--- config.mk ---
export PLATFORM = sky130hd
export DESIGN_NAME = skewed_input_feeder
export DESIGN_NICKNAME = d
export VERILOG_FILES = /design/src/rtl/skewed_input_feeder.sv
export SDC_FILE = /design/constraint.sdc
export NUM_CORES = 1
export LEC_CHECK = 0
export ABC_AREA = 1
export CORE_MARGIN = 8
export CORE_UTILIZATION = 45
export DETAILED_ROUTE_END_ITERATION = 6
export MAX_ROUTING_LAYER = met4
export PLACE_DENSITY = 0.63
export SYNTH_ARGS = -nofsm -noshare
export SYNTH_HDL_FRONTEND = slang
export SYNTH_SLANG_ARGS = --single-unit
--- constraint.sdc ---
create_clock -name clk -period 9.3 [get_ports clk]
set_input_delay 2.79 -clock clk [delete_from_list [all_inputs] [get_ports clk]]
set_output_delay 2.79 -clock clk [all_outputs]
set_load 0.02 [all_outputs]
--- src/rtl/skewed_input_feeder.sv ---
// -----------------------------------------------------------------------------
// skewed_input_feeder
//
// Collects a tile of DEPTH input vectors (LANES elements of DATA_W bits each)
// and, on request, streams it out with a per-lane time skew so that lane i
// starts i*LANE_DELAY cycles after lane 0. This is the classic diagonal
// wavefront needed to feed the rows of a systolic array.
//
// Operation:
//   IDLE/LOAD : accept vectors over a valid/ready handshake into the buffer.
//   FULL      : tile is complete; wait for a single-cycle start pulse.
//   STREAM    : run the stream counter s over 0..L-1, where
//               L = DEPTH + (LANES-1)*LANE_DELAY, then return to IDLE.
//
// Ports:
//   clk        in   clock, rising edge
//   rst        in   synchronous active-high reset
//   in_valid   in   in_data carries a vector
//   in_ready   out  block can accept a vector (IDLE or LOAD)
//   in_data    in   LANES*DATA_W, lane i at [i*DATA_W +: DATA_W]
//   start      in   request streaming of the stored tile (only honoured in FULL)
//   full       out  tile loaded and waiting for start
//   out_data   out  skewed lane outputs, packed like in_data (registered)
//   out_valid  out  per-lane valid for out_data (registered)
//   done       out  one-cycle pulse on the last stream cycle (registered)
// -----------------------------------------------------------------------------
module skewed_input_feeder #(
    parameter int DATA_W     = 16,
    parameter int LANES      = 4,
    parameter int DEPTH      = 8,
    parameter int LANE_DELAY = 1
) (
    input  logic                     clk,
    input  logic                     rst,
    input  logic                     in_valid,
    output logic                     in_ready,
    input  logic [LANES*DATA_W-1:0]  in_data,
    input  logic                     start,
    output logic                     full,
    output logic [LANES*DATA_W-1:0]  out_data,
    output logic [LANES-1:0]         out_valid,
    output logic                     done
);

    localparam int STREAM_LEN = DEPTH + (LANES - 1) * LANE_DELAY;
    localparam int WR_W       = (DEPTH > 1) ? $clog2(DEPTH) : 1;
    localparam int S_W        = (STREAM_LEN > 1) ? $clog2(STREAM_LEN) : 1;

    localparam logic [WR_W-1:0] WR_LAST = WR_W'(DEPTH - 1);
    localparam logic [S_W-1:0]  S_LAST  = S_W'(STREAM_LEN - 1);

    typedef enum logic [1:0] {
        IDLE,
        LOAD,
        FULL,
        STREAM
    } state_t;

    state_t                    state, state_next;
    logic [WR_W-1:0]           wr_cnt, wr_cnt_next;
    logic [S_W-1:0]            s_cnt, s_cnt_next;
    logic                      accept;

    logic [LANES*DATA_W-1:0]   buf_mem [DEPTH];

    logic [LANES*DATA_W-1:0]   out_data_next;
    logic [LANES-1:0]          out_valid_next;
    logic                      done_next;

    // Handshake and status are pure state decodes so they never depend on
    // in_valid or start in the same cycle.
    assign in_ready = (state == IDLE) || (state == LOAD);
    assign full     = (state == FULL);
    assign accept   = in_valid && in_ready;

    // -------------------------------------------------------------------------
    // Next-state / counter logic
    // -------------------------------------------------------------------------
    always_comb begin
        // NOTE: every signal driven here gets a default first, so no path can
        // leave one unassigned and infer a latch.
        state_next  = state;
        wr_cnt_next = wr_cnt;
        s_cnt_next  = s_cnt;

        case (state)
            IDLE, LOAD: begin
                if (accept) begin
                    if (wr_cnt == WR_LAST) begin
                        state_next  = FULL;
                        wr_cnt_next = '0;
                    end else begin
                        state_next  = LOAD;
                        wr_cnt_next = wr_cnt + 1'b1;
                    end
                end
            end
            FULL: begin
                if (start) begin
                    state_next = STREAM;
                    s_cnt_next = '0;
                end
            end
            STREAM: begin
                if (s_cnt == S_LAST) begin
                    state_next = IDLE;
                    s_cnt_next = '0;
                end else begin
                    s_cnt_next = s_cnt + 1'b1;
                end
            end
            default: state_next = IDLE;
        endcase
    end

    // -------------------------------------------------------------------------
    // Output pre-computation. The outputs are registered, so they are derived
    // from the *next* state and stream index: the edge that samples start
    // already loads the s=0 wavefront, making lane 0 valid in the first
    // STREAM cycle.
    // -------------------------------------------------------------------------
    always_comb begin
        int k;
        k              = 0;
        out_data_next  = '0;
        out_valid_next = '0;
        done_next      = 1'b0;

        if (state_next == STREAM) begin
            done_next = (s_cnt_next == S_LAST);
            for (int i = 0; i < LANES; i++) begin
                // k is the vector index lane i should present at this s.
                k = int'(s_cnt_next) - i * LANE_DELAY;
                if (k >= 0 && k < DEPTH) begin
                    out_valid_next[i]                  = 1'b1;
                    out_data_next[i*DATA_W +: DATA_W]  =
                        buf_mem[WR_W'(k)][i*DATA_W +: DATA_W];
                end
            end
        end
    end

    // -------------------------------------------------------------------------
    // Control and output registers
    // -------------------------------------------------------------------------
    always_ff @(posedge clk) begin
        // NOTE: sequential state uses non-blocking assignments so every
        // register samples the pre-edge values regardless of statement order.
        if (rst) begin
            state     <= IDLE;
            wr_cnt    <= '0;
            s_cnt     <= '0;
            out_data  <= '0;
            out_valid <= '0;
            done      <= 1'b0;
        end else begin
            state     <= state_next;
            wr_cnt    <= wr_cnt_next;
            s_cnt     <= s_cnt_next;
            out_data  <= out_data_next;
            out_valid <= out_valid_next;
            done      <= done_next;
        end
    end

    // -------------------------------------------------------------------------
    // Tile buffer
    // -------------------------------------------------------------------------
    // NOTE: the buffer has no reset; every entry is written before it is read
    // in a tile, and leaving it unreset lets it map onto RAM/register-file
    // primitives. Writes are blocked during reset so a discarded beat cannot
    // land.
    always_ff @(posedge clk) begin
        if (!rst && accept) begin
            buf_mem[wr_cnt] <= in_data;
        end
    end

endmodule

======== Yosys cells after proc, flatten, opt, wreduce, memory -nomap -nowiden ========
Memories as Yosys holds them, arrays and structs flattened. A register that Yosys moved wholly into a read port is not among the register bits.
Cells that the tools add are included.
storage, ports and cells
  memories kept ........................... 1
  output and inout port bits .............. 71
  register bits ........................... 14
  logic and storage cells ................. 62
  bits of input ports ..................... 68
  bits in writable memories ............... 512
cells by class
  reductions and logical operators ........ 16
  add/sub/neg operators ................... 5
  multiplexer cells ....................... 15
  equality and inequality tests ........... 7
  $lt $le $gt $ge ......................... 8
  bitwise operators ....................... 5
memory list
  memory   words  bits a word  rd ports  clocked after memory_dff  write ports  RTL line  RTL
  buf_mem  8      64           4         4                         1            64        logic [LANES*DATA_W-1:0] buf_mem [DEPTH];
operators by type and width
  cell                                                                                 number
  5-bit by 1-bit greater-or-equal comparator with 1-bit output, second input constant  3
  5-bit < comparator, second input constant                                            3
  3-bit OR reduction                                                                   4
  4-bit by 2-bit subtractor with 5-bit output, second input constant                   2
  4-bit == test, second input constant                                                 2
  2-bit 2-to-1 mux                                                                     4
  4-bit 2-to-1 mux                                                                     2
  4-bit one-hot mux with 2 select lines                                                1
  2-bit == test, second input constant                                                 3
  1-bit logical AND                                                                    6
  1-bit 2-to-1 mux                                                                     6
  2-bit one-hot mux with 3 select lines                                                1
  1-bit inverter                                                                       5
  4-bit by 1-bit subtractor with 5-bit output, second input constant                   1
  4-bit by 1-bit adder with 4-bit output, second input constant                        1
  4-bit by 1-bit greater-or-equal comparator with 1-bit output, second input constant  1
  4-bit < comparator, second input constant                                            1
  2-bit OR reduction                                                                   2
  3-bit by 1-bit adder with 3-bit output, second input constant                        1
  3-bit == test, second input constant                                                 1
  3-bit 2-to-1 mux                                                                     1
  2-bit by 1-bit == test with 1-bit output, second input constant                      1
  2-bit logical NOT                                                                    1
  2-bit AND reduction                                                                  1
  other kinds (2)                                                                      2

======== Depth between registers and ports, before layout ========
Gate-level depths: netlist of the first run.
  depth in word-level cells ............... 8
  mapped depth ............................ 18

======== Worst setup path before layout of the first run ========
No wires, ideal clock.
  path type ............................... in2reg
  start ................................... input port rst
  end ..................................... memory buf_mem[0][0] in the netlist's numbering (enable)
  stages on the path ...................... 4
  library setup time ...................... 0.486 ns
  slack ................................... 2.903 ns
  buffers on the path ..................... 1
  required time ........................... 8.814 ns
  arrival time ............................ 5.910 ns
  cells stage by stage .................... clkbuf_1 -> nor2_1 -> nand2_1 -> nor2_1
on the way
  longest elaborated chain between the ends .. 4
RTL lines
  element                                 RTL line  RTL
  from (decl)                             34        input logic rst,
  1-bit logical NOT                       174       if (!rst && accept) begin
  1-bit logical AND                       174
  1-bit 2-to-1 mux                        174
  1-bit 2-to-1 mux (implied by the code)  175       buf_mem[wr_cnt] <= in_data;
  to (decl)                               64
Every way passes these cells.

======== Worst setup path after layout of the first run ========
  start ................................... input port start
  end ..................................... register out_data[28] (read register of buf_mem)
on the way
  longest elaborated chain between the ends .. 7
  elaborated cells on any way between the ends .. 12
  those cells by class .................... add/sub: 1; order compare: 2; eq/ne: 1; mux: 4; bitwise: 2; reduce/logical: 2
RTL lines
  element                                                                                                    RTL line  RTL
  from (decl)                                                                                                38        input logic start,
  4-bit 2-to-1 mux                                                                                           99        if (start) begin
  4-bit one-hot mux with 2 select lines                                                                      86        case (state)
  4-bit by 1-bit subtractor with 5-bit output                                                                133       k = int'(s_cnt_next) - i * LANE_DELAY;
  5-bit by 1-bit greater-or-equal comparator with 1-bit output / 5-bit < comparator (equally long branches)  134       if (k >= 0 && k < DEPTH) begin
  1-bit logical AND                                                                                          134
  1-bit inverter (no line)                                                                                   --
  3-bit OR reduction (no line)                                                                               --
  to (decl)                                                                                                  40        output logic [LANES*DATA_W-1:0] out_data,
Parallel ways exist; a longest one is shown, timed or not.
A chain may end at the register's enable or synchronous reset.

==> results.txt, run 1 <==
The synthesized netlist occupies a cell area of 24,730 um2. In this run, distinct cell masters in the synthesized netlist total 33. The total overflow left after global routing is 0.

The global-route usage over all layers came out at 0.1877. The internal power contribution came out at 0.004405 W. The proportion of layout cells with a drive suffix above 1 is 0.06634. The first global-routing pass estimated 90,290 um of wire.

The initial antenna violation count came to 9. The number of buffers inserted during clock tree synthesis is 58. The dominant cell type by area after synthesis is sky130_fd_sc_hd__edfxtp_1. The warning count from the yosys run is 0. The via count of the first global-routing pass is 15,720. The headroom to the max-slew limit came out at 0.2680. The count of non-filler cells in the finished layout came out at 3,154. The horizontal extent of the die is 250.4 um. The most instantiated flip-flop cell in the synthesis netlist is sky130_fd_sc_hd__edfxtp_1.

The final routed wirelength across all metal layers is 57,580 um. Of the total power, registers draw 0.533. The floorplan die area is 62,710 um2. The total DRC errors in the routed layout came out at 0. The peak supply drop came out at 133.0 uV. By count the netlist is led by sky130_fd_sc_hd__edfxtp_1, sky130_fd_sc_hd__nand2_1, sky130_fd_sc_hd__inv_1.

The insertion delay of the later-clocked pin in the worst-skew pair came out at 610 ps. The net switching share of the total power came out at 0.1961. The average vias per placed instance came out at 5.061.

Counting every net in the synthesized netlist gives 2,373. The depth of the most critical reg-to-reg path came out at 12. The estimated wirelength of the detail-placed design is 29,920 um. The tool flagged a number of max-cap violations equal to 0. The layout overhead on the synthesized area is 15.98%. In this run the most critical hold path is launched from wr_cnt[0]. Of the post-synthesis cell area, the dominant cell type holds 0.6217.

Yosys attributes the largest share of cell area to sky130_fd_sc_hd__edfxtp_1, sky130_fd_sc_hd__nand2_1, sky130_fd_sc_hd__nand3_1. The starting utilization of the core area came out at 0.4515. The placeable core area came out at 54,770 um2. The number of flops mapped to enable cells by yosys is 512. The level count of the clock H-tree came out at 2. The die height is 250.4 um. The maximum number of pins on one net before global-route repair is 193. The number of pins with negative max-slew slack in the final report came out at 0. The number of top-level design ports is 139.

For this run, asynchronously set or reset flops after synthesis account for 0. CTS placed an instance of sky130_fd_sc_hd__clkbuf_16 at the clock tree root. The end of the worst hold path is wr_cnt[0]. The global routing's busiest layer is met2. The detailed router finished its first iteration with 1,297 violations.

In this run the remaining antenna-violating nets after routing total 0. The pre-CTS setup slack came out at 2439 ps. The final period demand of the worst path is 6234 ps. The mean routed wirelength per cell came out at 18.25 um. The number of gates resized after cts is 0. The number of rows created at floorplan came out at 86. The critical-path maximum fanout came out at 192. The total power came out at 0.005479 W. TritonCTS built the clock tree. Based on the critical path, the design can be clocked at up to 0.1604 GHz. The reported net switching power is 0.001075 W. The required time at the worst-slack endpoint is 9850 ps. For this run, global-route usage on met2 was measured as 0.3121. The share of the yosys chip area belonging to registers came out at 0.6849. The final weighted congestion in routability-driven placement came out at 0.7436. The class of the tightest hold or removal check is flip-flop to flip-flop. In the final timing run, aggregate negative setup slack is 0 ps.

The number of storage elements in the synthesis netlist is 590. The utilization after layout came out at 0.5237. STA classifies the critical path startpoint as a primary input. The global routing met3 resource utilization came out at 0.03099. The maximum buffer depth of the clock tree came out at 3.

The reported leakage power came out at 11.70 nW. The critical path is of the primary input to flip-flop type. The final layout contains 2,471 nets. The final clock period utilization by the worst path came out at 0.6703. The fraction of power consumed by the clock network came out at 0.445. The first-pass iteration count of the detailed router is 5. The number of setup buffers added after CTS came out at 0.

The mean instance size in the synthesized netlist came out at 10.78 um2. The overall via count from detail_route is 15,963. The flow ran to the end, and the final reports show no timing, DRC or antenna violations. The worst hold path passes through 2 cells. The clock slew seen by the registers of the worst setup and hold paths came out at 60 ps.

The count of hold-fix buffers inserted at cts came out at 0. At the worst endpoint, the arrival time is 6780 ps. The global-route met1 utilization came out at 0.2309. Setup repair after global routing left no endpoint under its margin. The minimum setup slack among reg-to-reg paths came out at 5060 ps. The reg-to-reg startpoint is s_cnt[0].

Port buffering added 138 buffers. In the post-synthesis netlist, the cell with the most instances is sky130_fd_sc_hd__edfxtp_1. STA classifies the critical path endpoint as a flip-flop. On the final layout, the worst clock skew is 16.88 ps.

For the pin with the worst max-slew slack, the measured transition is 1095 ps. The power per standard cell area is 191.0 nW/um2. The clock net in this run drives a total of 590 sinks. The final hold violation count is 0. The end of the worst register-to-register path is out_data[28].

The filler cells instantiated in the layout total 4,683. The cell total after placement is 3,037. Of the total power, combinational logic draws 0.023.

The worst-case setup margin in the final layout is 3066 ps. The total of endpoints with negative setup slack in the final report came out at 0. The instance count of the mapped netlist came out at 2,295.
-- registers in the layout, indices dropped and copies added (netlist names) --
signal	cells
buf_mem	512
done	1
out_data	64
out_valid	4
s_cnt	4
state	2
wr_cnt	3
-- through the flow --
step                hold WS (ps)  area, um2
CTS                        512.9      28660
floorplan                  468.1      24730
global placement           489.3      26650
detailed placement         503.7      26650
finish                     515.2      28680
global route               560.4      28680
-- how the worst max path moves through the flow --
stage                    endpoint  cells after the start  start
floorplan           buf_mem[0][0]                      4    rst
detailed placement   out_data[22]                     11  start
CTS                  out_data[22]                     11  start
global route         out_data[28]                     11  start
finish               out_data[28]                     11  start
global placement     out_data[27]                     11  start
-- cells by family after synthesis --
group	after synthesis	share of synthesized area
simple gates	1133	0.2099
buf+inv	498	0.08166
fa+ha+maj	10	0.005060
xor+xnor	4	0.004453
compound gates	60	0.01407
flops	590	0.6849
-- routing by layer --
metal  wire length [um]  share of wire
met5                  0              0
met4               1591          0.028
met3               3136          0.054
met2              28320           0.49
met1              24530           0.43
-- cell usage in the layout (no fill, tap or decap), types with 8 or more instances in the layout --
cell type,synthesis,final
sky130_fd_sc_hd__a21oi_1,16,16
sky130_fd_sc_hd__buf_4,8,16
sky130_fd_sc_hd__clkinv_2,0,18
sky130_fd_sc_hd__clkdlybuf4s50_1,0,138
sky130_fd_sc_hd__clkbuf_16,0,59
sky130_fd_sc_hd__nor2_1,149,141
sky130_fd_sc_hd__nand2_1,507,507
sky130_fd_sc_hd__diode_2,0,8
sky130_fd_sc_hd__nand3b_1,100,100
sky130_fd_sc_hd__clkbuf_8,0,9
sky130_fd_sc_hd__dfxtp_1,78,78
sky130_fd_sc_hd__bufinv_16,0,8
sky130_fd_sc_hd__inv_1,373,372
sky130_fd_sc_hd__nand3_1,359,358
sky130_fd_sc_hd__o21ai_0,34,34
sky130_fd_sc_hd__edfxtp_1,512,512
sky130_fd_sc_hd__nor2_4,2,10
sky130_fd_sc_hd__ha_1,10,9
-- worst max-delay path, stage by stage --
cell and delay [ps]:
sky130_fd_sc_hd__clkdlybuf4s50_1 460, sky130_fd_sc_hd__o21ai_1 460, sky130_fd_sc_hd__nand2_8 520, sky130_fd_sc_hd__nand2_8 680, sky130_fd_sc_hd__buf_12 650, sky130_fd_sc_hd__a21oi_1 200
sky130_fd_sc_hd__nand2_1 110, sky130_fd_sc_hd__nand2_1 80, sky130_fd_sc_hd__nor2_4 430, sky130_fd_sc_hd__nand2_1 110, sky130_fd_sc_hd__inv_1 60
-- cell type report --
class | instances | area, um2 | area share
flip-flops and latches | 590 | 16940 | 0.5905
inverters | 380 | 1431 | 0.04991
clock inverters | 35 | 385.4 | 0.01344
diodes | 8 | 20.02 | 0.0006980
multi-input cells | 1207 | 5863 | 0.2044
repair buffers | 156 | 1541 | 0.05375
clock buffers | 74 | 1623 | 0.05658
well taps | 704 | 880.8 | 0.03071
-- power by group through the flow --
stage | sequential, W | combinational, W | clock (W)
3_5_place_dp | 0.00297 | 0.000124 | 0
6_report | 0.00292 | 0.000124 | 0.00244
2_1_floorplan | 0.00298 | 0.0000448 | 0
5_1_grt | 0.00292 | 0.000137 | 0.00259
4_1_cts | 0.00292 | 0.000125 | 0.00250
3_3_place_gp | 0.00297 | 0.000121 | 0
No activity file was read; power rests on OpenSTA's default activity.
==> inputs of run 2 (changes only) <==
clock period = 6.2 ns   (was 9.3 ns; I/O delays follow)
==> run 2 against run 1 <==
  * Power up 47%
  * Flip-flop and latch count is the same
  * Clock-buffer cell count grew 16
  * Highest routed layer unchanged
  * Critical endpoint is now out_data[20]
  * Cell area grew 0.18%
  * Sequential power grew 50%
  * Clock skew rose by 1.7 ps
  * Worst hold slack got worse by 6.9 ps
  * Critical path type unchanged
  * Sequential share of layout area is 0.11 points lower
  * First-iteration DRC count is 17% lower
  * Register-to-register slack worse by 2700 ps
  * Die area unchanged
==> results.txt, run 2 (synthesized netlist as in run 1, its figures left out) <==
The area after detailed placement is 26,820 um2. The worst setup path is captured at a flip-flop. The detail route stage leaves a number of antenna-violating nets equal to 0. The most common library cell in the layout ignoring fill and taps is sky130_fd_sc_hd__edfxtp_1.

The class of the tightest hold or removal check is flip-flop to flip-flop. The critical-path maximum fanout is 46. The largest registers in the layout are buf_mem x512, out_data x64.

The depth of the most critical reg-to-reg path is 14. The startpoint type of the worst setup path is a primary input. The global-route usage over all layers came out at 0.1877. The post-layout net count is 2,482.

The number of buffers inserted during clock tree synthesis is 60. The transition at the pin with the smallest max-transition slack is 1109 ps. The final weighted congestion in routability-driven placement is 0.7681. Dividing the detail-routed wire length by the instance count gives 18.25 um. The via count of the first global-routing pass was 15,897. The number of setup buffers added after CTS is 0. The root buffer cell is sky130_fd_sc_hd__clkbuf_16. The number of gates resized after cts came out at 0.

The worst path in the final design needs a cycle of 4409 ps, including I/O delays and setup. The horizontal extent of the die came out at 250.4 um. The setup path with the least slack is of type primary input to flip-flop. The layout overhead on the synthesized area is 16.19%.

At the worst endpoint, the arrival time is 4960 ps. The die height is 250.4 um. The reported leakage power came out at 11.70 nW.

The number of clock sinks is 590. The total DRC errors in the routed layout came out at 0. The peak supply drop came out at 206.9 uV. The final routed wirelength across all metal layers came out at 57,680 um. The final hold violation count came out at 0.

The number of pins with negative max-slew slack in the final report is 0. The total of endpoints with negative setup slack in the final report came out at 0. The power per standard cell area came out at 279.8 nW/um2. The placeable core area came out at 54,770 um2. The highest achievable clock rate came out at 0.2268 GHz.

The first-pass iteration count of the detailed router came out at 5. The first-pass GRT wire length came out at 90,100 um. The H-tree was split into 2 levels. 139 I/O pins were placed.

In the final layout, the share of cells above drive strength 1 is 0.06357. In this run the tightest slew margin relative to its limit is 0.2587. The clock slew seen by the registers of the worst setup and hold paths came out at 60 ps. The register with the most flip-flops in the layout has 512 of them. The average vias per placed instance is 5.055.

The quantity of I/O buffers inserted on ports is 138. Ranked by flip-flop count, first place goes to buf_mem. Dividing the final minimum period by the clock period gives 0.7112. The overall overflow remaining after global route came out at 0.

The flow ran to the end, and the final reports show no timing, DRC or antenna violations. The library cells used most frequently in the layout, excluding fill and tap cells, are sky130_fd_sc_hd__edfxtp_1, sky130_fd_sc_hd__nand2_1, sky130_fd_sc_hd__inv_1, sky130_fd_sc_hd__nand3_1, sky130_fd_sc_hd__nor2_1. The maximum number of pins on one net before global-route repair is 129.

The initial utilization of the core area, before any placement, comes to 0.4515. Max-cap violations in this run came to 0. The post-route setup TNS is 0 ps. The initial DRC count is 1,082.

Counting along the longest clock path gives a buffer depth of 3. The overall via count from detail_route is 15,980. With fillers left out, the area of the finished cells amounts to 28,730 um2.

The clock arrives with 18.56 ps of skew. The utilization after layout came out at 0.5246. The floorplan step defined a die boundary enclosing 62,710 um2.

The estimated wirelength of the detail-placed design came out at 30,410 um. Setup repair after global routing left no endpoint under its margin. The cell depth of the worst min-delay path came out at 2. In this run, post-CTS hold repair placed 0 buffers. The initial antenna violation count came out at 3. TritonCTS built the clock tree. The required time at the worst-slack endpoint is 6750 ps. For the worst-skew pair, the clock arrives at the later sink with an insertion delay of 610 ps. Row generation in the floorplan step produced 86 rows.
-- run 2: stage by stage --
step	setup slack [ps]	hold WS [ps]	total power, W	std cells
after CTS	1777	511.0	0.008118	3158
after global placement	1174	486.8	0.004646	3046
after floorplan	733.5	468.1	0.004532	2295
after detailed placement	1158	502.6	0.004655	3046
after global routing	1562	544.1	0.008297	3161
final	1791	508.2	0.008040	3161
-- run 2: path summary, 6_finish.rpt --
check        slack [ps]       from           end
max                1790      start  out_data[20]
max reg2reg        2350   s_cnt[0]  out_data[20]
min                 510  wr_cnt[0]     wr_cnt[0]
min reg2reg         510  wr_cnt[0]     wr_cnt[0]
-- run 2: where the power goes --
| part | switching (W) | internal [W] | total (W) |
|---|---|---|---|
| combinational | 0.000123 | 0.0000681 | 0.000191 |
| sequential | 0.0000113 | 0.00437 | 0.00438 |
| clock | 0.00145 | 0.00202 | 0.00347 |
| total | 0.00158 | 0.00646 | 0.00804 |
-- run 2: final cells by class --
type                            instances  area (um2)
Inverter                              380        1431
Sequential cell                       590       16940
Clock inverter                         22       148.9
Timing Repair Buffer                  165        1709
Multi-Input combinational cell       1207        5863
Clock buffer                           90        1755
Tap cell                              704       880.8
Antenna cell                            3       7.507
Fill cell                            4717       26040
-- run 2: metal layers --
| metal | global-route usage | up-vias | share of wire |
|---|---|---|---|
| met3 | 0.03120 | 75 | 0.051 |
| met4 | 0.05786 | 0 | 0.022 |
| li1 | - | 7749 | - |
| met2 | 0.3199 | 406 | 0.50 |
| met1 | 0.2284 | 7750 | 0.43 |
| met5 | - | - | 0 |
-- run 2: worst max-delay path, cell delays in order --
cell and delay (ps):
sky130_fd_sc_hd__clkdlybuf4s50_1 460, sky130_fd_sc_hd__o21ai_1 430, sky130_fd_sc_hd__nand2_8 270, sky130_fd_sc_hd__nand2_8 360, sky130_fd_sc_hd__ha_2 380, sky130_fd_sc_hd__inv_2 300, sky130_fd_sc_hd__buf_4 420, sky130_fd_sc_hd__nand3_1 120
sky130_fd_sc_hd__nand2_1 80, sky130_fd_sc_hd__nand2_1 50, sky130_fd_sc_hd__nand2_1 90, sky130_fd_sc_hd__nand2_1 50, sky130_fd_sc_hd__inv_1 60
